$ cat config.mk
export PLATFORM = sky130hd
export DESIGN_NAME = gcd_arbiter
export DESIGN_NICKNAME = d
export VERILOG_FILES = /design/src/rtl/gcd_arbiter.sv
export SDC_FILE = /design/constraint.sdc
export NUM_CORES = 1
export LEC_CHECK = 0
export CORE_AREA = 4 4 63 108
export CTS_CLUSTER_DIAMETER = 40
export DETAILED_ROUTE_END_ITERATION = 8
export DIE_AREA = 0 0 67 112
export PLACE_DENSITY = 0.78
export SLEW_MARGIN = 15
export SYNTH_ARGS = -nofsm -noshare
export SYNTH_HDL_FRONTEND = slang
export SYNTH_SLANG_ARGS = --single-unit
$ cat constraint.sdc
create_clock -name Clk -period 3.2 [get_ports Clk]
set_clock_uncertainty 0.05 [all_clocks]
set_input_delay 0.64 -clock Clk [delete_from_list [all_inputs] [get_ports Clk]]
set_output_delay 0.64 -clock Clk [all_outputs]
set_load 0.02 [all_outputs]
$ cat src/rtl/gcd_arbiter.sv
// Round-robin front end that shares one ee354_GCD core among NREQ requesters.
// Optional busy-cycle counter output is enabled by defining GCD_ARB_CYCLE_CNT_EN.
module gcd_arbiter #(
    parameter int NREQ = 4,
    parameter int W    = 8,
    localparam int IW  = $clog2(NREQ)
) (
    input  logic            Clk,
    input  logic            Reset,
    input  logic            CEN,
    input  logic [NREQ-1:0] req_valid,
    input  logic [NREQ*W-1:0] req_a,
    input  logic [NREQ*W-1:0] req_b,
    output logic [NREQ-1:0] req_ready,
    output logic            rsp_valid,
    output logic [IW-1:0]   rsp_id,
    output logic [W-1:0]    rsp_gcd,
    input  logic [NREQ-1:0] rsp_ack,
    output logic            core_Start,
    output logic            core_Ack,
    output logic [W-1:0]    core_Ain,
    output logic [W-1:0]    core_Bin,
    input  logic [W-1:0]    core_gcd,
    input  logic            core_done
`ifdef GCD_ARB_CYCLE_CNT_EN
    ,
    output logic [15:0]     busy_cycles
`endif
);

    typedef enum logic [2:0] {
        IDLE,
        LAUNCH,
        WAIT,
        ACK,
        RESP
    } state_t;

    state_t        state_q, state_d;
    logic [IW-1:0] ptr_q, ptr_d;
    logic [IW-1:0] id_q, id_d;
    logic [W-1:0]  ain_q, ain_d;
    logic [W-1:0]  bin_q, bin_d;
    logic [W-1:0]  gcd_q, gcd_d;
    logic [IW-1:0] win;
    logic          found;
    logic [W-1:0]  a_sel, b_sel;

`ifdef GCD_ARB_CYCLE_CNT_EN
    logic [15:0] cnt_q, cnt_d;
    logic [15:0] busy_q, busy_d;
    logic [15:0] cnt_inc;
`endif

    // Two passes: indices above ptr first, then wrap to those at or below it.
    always_comb begin
        found = 1'b0;
        win   = '0;
        for (int i = 0; i < NREQ; i++) begin
            if (!found && req_valid[i] && (IW'(i) > ptr_q)) begin
                found = 1'b1;
                win   = IW'(i);
            end
        end
        for (int i = 0; i < NREQ; i++) begin
            if (!found && req_valid[i] && (IW'(i) <= ptr_q)) begin
                found = 1'b1;
                win   = IW'(i);
            end
        end
    end

    always_comb begin
        a_sel     = '0;
        b_sel     = '0;
        req_ready = '0;
        for (int i = 0; i < NREQ; i++) begin
            if (IW'(i) == win) begin
                a_sel = req_a[i*W +: W];
                b_sel = req_b[i*W +: W];
                req_ready[i] = (state_q == IDLE) && found;
            end
        end
    end

`ifdef GCD_ARB_CYCLE_CNT_EN
    assign cnt_inc = (cnt_q == 16'hFFFF) ? cnt_q : cnt_q + 16'd1;
`endif

    always_comb begin
        state_d = state_q;
        ptr_d   = ptr_q;
        id_d    = id_q;
        ain_d   = ain_q;
        bin_d   = bin_q;
        gcd_d   = gcd_q;
`ifdef GCD_ARB_CYCLE_CNT_EN
        cnt_d   = cnt_q;
        busy_d  = busy_q;
`endif
        unique case (state_q)
            IDLE: begin
                if (found) begin
                    ain_d = a_sel;
                    bin_d = b_sel;
                    id_d  = win;
                    ptr_d = win;
`ifdef GCD_ARB_CYCLE_CNT_EN
                    cnt_d = '0;
`endif
                    // gcd(x,0)=x and gcd(0,0)=0, so OR gives the answer.
                    if (a_sel == '0 || b_sel == '0) begin
                        gcd_d   = a_sel | b_sel;
                        state_d = RESP;
`ifdef GCD_ARB_CYCLE_CNT_EN
                        busy_d  = '0;
`endif
                    end else begin
                        state_d = LAUNCH;
                    end
                end
            end
            LAUNCH: begin
                state_d = WAIT;
`ifdef GCD_ARB_CYCLE_CNT_EN
                cnt_d   = cnt_inc;
`endif
            end
            WAIT: begin
`ifdef GCD_ARB_CYCLE_CNT_EN
                cnt_d = cnt_inc;
`endif
                if (core_done) begin
                    gcd_d   = core_gcd;
                    state_d = ACK;
`ifdef GCD_ARB_CYCLE_CNT_EN
                    busy_d  = cnt_inc;
`endif
                end
            end
            ACK: begin
                state_d = RESP;
            end
            RESP: begin
                if (rsp_ack[id_q]) begin
                    state_d = IDLE;
                end
            end
            default: begin
                state_d = IDLE;
            end
        endcase
    end

    always_ff @(posedge Clk) begin
        if (Reset) begin
            state_q <= IDLE;
            ptr_q   <= IW'(NREQ - 1);
            id_q    <= '0;
            ain_q   <= '0;
            bin_q   <= '0;
            gcd_q   <= '0;
`ifdef GCD_ARB_CYCLE_CNT_EN
            cnt_q   <= '0;
            busy_q  <= '0;
`endif
        end else if (CEN) begin
            state_q <= state_d;
            ptr_q   <= ptr_d;
            id_q    <= id_d;
            ain_q   <= ain_d;
            bin_q   <= bin_d;
            gcd_q   <= gcd_d;
`ifdef GCD_ARB_CYCLE_CNT_EN
            cnt_q   <= cnt_d;
            busy_q  <= busy_d;
`endif
        end
    end

    assign core_Start = (state_q == LAUNCH);
    assign core_Ack   = (state_q == ACK);
    assign rsp_valid  = (state_q == RESP);
    assign rsp_id     = id_q;
    assign rsp_gcd    = gcd_q;
    assign core_Ain   = ain_q;
    assign core_Bin   = bin_q;
`ifdef GCD_ARB_CYCLE_CNT_EN
    assign busy_cycles = busy_q;
`endif

endmodule

==> summary.txt <==
Route
  – Vias: 3035
  – Antenna-violating nets left: 0
  – Pre-antenna DRT Iters: 4
  – Routed WL per cell: 17.22 um
  – Met1 WL: 3497 um
  – Met2 wire length: 5114 um
  – # DRC: 0
  – Max layer used: met4
  – WL met3: ~460 um
  – DRT iter0 DRCs: 210
  – Routed WL: 9383 um
  – Via/cell ratio: 5.569

Logic synthesis
  – Synth Cell Area: 0.002350 mm2
  – Synth Flop Type: dfxtp_1
  – Register area share after synthesis: 26.41%
  – Number of synthesis warnings: 0
  – Synth unique cells: a little over 60
  – Average cell area after synthesis: 7.859 um2
  – Asr flop ratio synth: 0%
  – Synthesized Nets: about 380
  – Post-Synthesis Cells: 299
  – Post-synth EDFFs: 0
  – Flops & latches, synth: 31

Timing
  – Least-Margin Pin Slew: approximately 0.46 ns
  – Fmax: 0.3218 GHz
  – Min cycle time layout: a little over 3 ns
  – Slew Limit Fails: 0
  – Fin crit share: a little over nine tenths
  – Final setup fails: 0
  – Final worst-path setup slack: 0.09257 ns
  – Setup_tns: 0 ns
  – RSZ-0062 raised after global routing: no
  – Slew headroom: 69.52%
  – Number of hold violations in the final report: 0

Job
  – Max capacitance violation total: 0

Global route
  – Global route total overflow: 0
  – Largest net degree at the start of global routing: 40
  – Total GRT Usage: between 20% and 30%
  – Number of antenna violations at the first check in global routing: 0
  – First-pass GRT wire length: 14210 um
  – Vias in the first global route: between 2000 and 3000

Critical path
  – Arr. time, crit path: 3.21 ns
  – Critical path type: input pin to register
  – Crit path required time: 3.31 ns
  – Reg-to-reg slack, setup: ~0.21 ns
  – Reg2reg path depth: 12
  – Reg-to-Reg Start: ptr_q[0]
  – Crit. End Element: register
  – Startpoint Class: input pin
  – Worst reg2reg path endpoint: rsp_gcd[0]
  – CP Max Fanout: 7

Cells and area
  – Final core occ: 71.87%
  – Share of layout cells above drive strength 1: roughly 24%
  – FILL cells: ~470
  – Antenna Cells: 0
  – Most frequent cells in the layout: 108 x clkdlybuf4s50_1, 67 x buf_4, 51 x nor2_1
  – Finished Cell Area: 0.004225 mm2
  – Layout net count: 550
  – Most common cell after layout, fill and taps aside: clkdlybuf4s50_1
  – Synth-to-layout area growth: 79.82%

Floorplanning
  – Die H: between 100 and 150 um
  – Initial Util: 39.97%
  – Core Region: 0.005879 mm2
  – Die footprint: approximately 0.0075 mm2
  – I/O pin cnt: 117
  – Chip width: 67 um
  – FP Rows: 37

Placement
  – HPWL after detailed placement: 7382 um
  – Placed Area: 0.003965 mm2
  – Placer congestion estimate: 0.9146
  – Port Buffers: 116
  – Dpl ws: -0.3775 ns

Clock tree
  – CTS tree: done
  – Root Buffer: clkbuf_8
  – Cts-stage hold buffer count: 0
  – H-tree Lvls: 2
  – TritonCTS Buffers: 5
  – Clk sinks: 31
  – Worst-path clk slew: 0.06 ns
  – Skew-Pair Late Insertion Delay: 0.28 ns
  – CTS max path bufs: 2

Power
  – P_leak: 0.001817 uW
  – Sw Share: a little over a third
  – VDD IR max: 0.2935 mV
  – Int Pwr: 1050 uW
  – Logic pwr share: 51.2%
  – Switch Pwr: between 500 and 600 uW
  – Reg power frac: 28.1%
  – Pwr dens: 384.6 mW/mm2
  – Clock network power share: 20.6%

Min path
  – Min-Delay Path Depth: 2
  – Worst hold path endpoint: core_Ain[4]
  – Worst hold path type: register to register
  – Hold Crit Start: core_Ain[4]

Outcome
  – Status: complete, no violations
==> how the worst max path moves through the flow <==
stage | from | slack (ns) | cells past startpoint | to
after floorplan | req_valid[1] | 0.16 | 7 | req_ready[0]
after global placement | req_valid[2] | -0.29 | 11 | rsp_gcd[5]
after detailed placement | req_valid[2] | -0.38 | 11 | rsp_gcd[4]
after CTS | req_valid[3] | -0.05 | 11 | rsp_gcd[4]
after global routing | req_valid[2] | 0.02 | 12 | rsp_gcd[4]
final | req_valid[2] | 0.09 | 12 | rsp_gcd[0]
==> synth_stat cells (all sizes together), types with 2 or more instances <==
library cell	number	area, um2
inv	3	11.26
o32ai	2	25.03
nand3	3	15.01
nor3	23	115.1
clkbuf	12	45.04
a31oi	3	18.77
o211ai	3	22.52
a22oi	3	41.29
a21oi	18	97.60
o22ai	7	43.79
a21o	7	52.55
nor4	3	18.77
nand2b	2	12.51
buf	12	78.82
o41ai	6	97.59
nor2	52	202.7
nand2	27	101.4
a2111oi	3	45.05
a221oi	4	41.29
o211a	11	110.1
nand4b	7	61.31
o21bai	2	15.01
a211oi	5	47.54
nand4	2	12.51
nor2b	3	21.27
a2bb2oi	4	41.29
and2	5	31.28
and3	3	18.77
a221o	2	20.02
o21ai	12	63.81
nor3b	2	15.01
dfxtp	31	620.6
o21a	3	22.52
==> power by group through the flow <==
| stage | registers (uW) | clock network, uW | logic [uW] |
|---|---|---|---|
| finish | 457 | 335 | 833 |
| CTS | 457 | 340 | 793 |
| detailed placement | 464 | 0 | 775 |
| global placement | 462 | 0 | 763 |
| floorplan | 491 | 0 | 356 |
| global route | 461 | 353 | 887 |
==> stage by stage <==
stage | hold slack (ns) | power (uW) | instances
global route | 0.4541 | 1702 | 545
finish | 0.4260 | 1625 | 545
global placement | 0.3950 | 1225 | 533
detailed placement | 0.4205 | 1239 | 533
floorplan | 0.4673 | 847.0 | 299
CTS | 0.4289 | 1589 | 541
==> layer usage <==
| layer | vias to the layer above | GRT usage (%) |
|---|---|---|
| li1 | 1460 | - |
| met1 | 1426 | 25.93 |
| met2 | 128 | 44.94 |
| met3 | 21 | 2.725 |
| met4 | 0 | 10.70 |
| met5 | - | 0 |
==> kinds of logic (layout without fill, tap and decap cells) <==
| group | count (synthesis) | after routing | share of synthesized area (%) |
|---|---|---|---|
| compound gates | 103 | 103 | 37.86 |
| buf+inv | 27 | 195 | 5.750 |
| flops | 31 | 31 | 26.41 |
| mux | 3 | 3 | 1.864 |
| simple gates | 135 | 135 | 28.11 |
==> repair_timing <==
action,CTS,global route
endpoints found under the setup margin,12,11
endpoints found under the hold margin,0,0
resized for setup,15,17
pin swaps,5,7
buffers inserted,0,4
==> registers in the layout, summed over array words and instances, names as in the netlist <==
| name | flops |
|---|---|
| core_Bin | 8 |
| rsp_gcd | 8 |
| state_q | 3 |
| ptr_q | 2 |
| core_Ain | 8 |
| rsp_id | 2 |
==> layout make-up <==
type,count,area (um2),area share (%)
Multi-Input combinational cell,241,1723,40.78
Timing Repair Buffer,184,1673,39.59
Sequential cell,31,620.6,14.69
Clock buffer,8,100.1,2.369
Tap cell,78,97.59,2.310
Inverter,3,11.26,0.2665
==> worst max-delay path: stages <==
cell           delay [ns]
dlygate4sd2_1        0.41
nand2b_1             0.17
a21oi_2              0.25
o21ai_2              0.18
a211oi_4             0.36
o22ai_2              0.14
a2111oi_4            0.45
buf_4                0.18
a22oi_2              0.06
buf_4                0.17
nand4b_1             0.12
o41ai_2              0.08
Note: power is estimated with default switching activity, not from simulation.
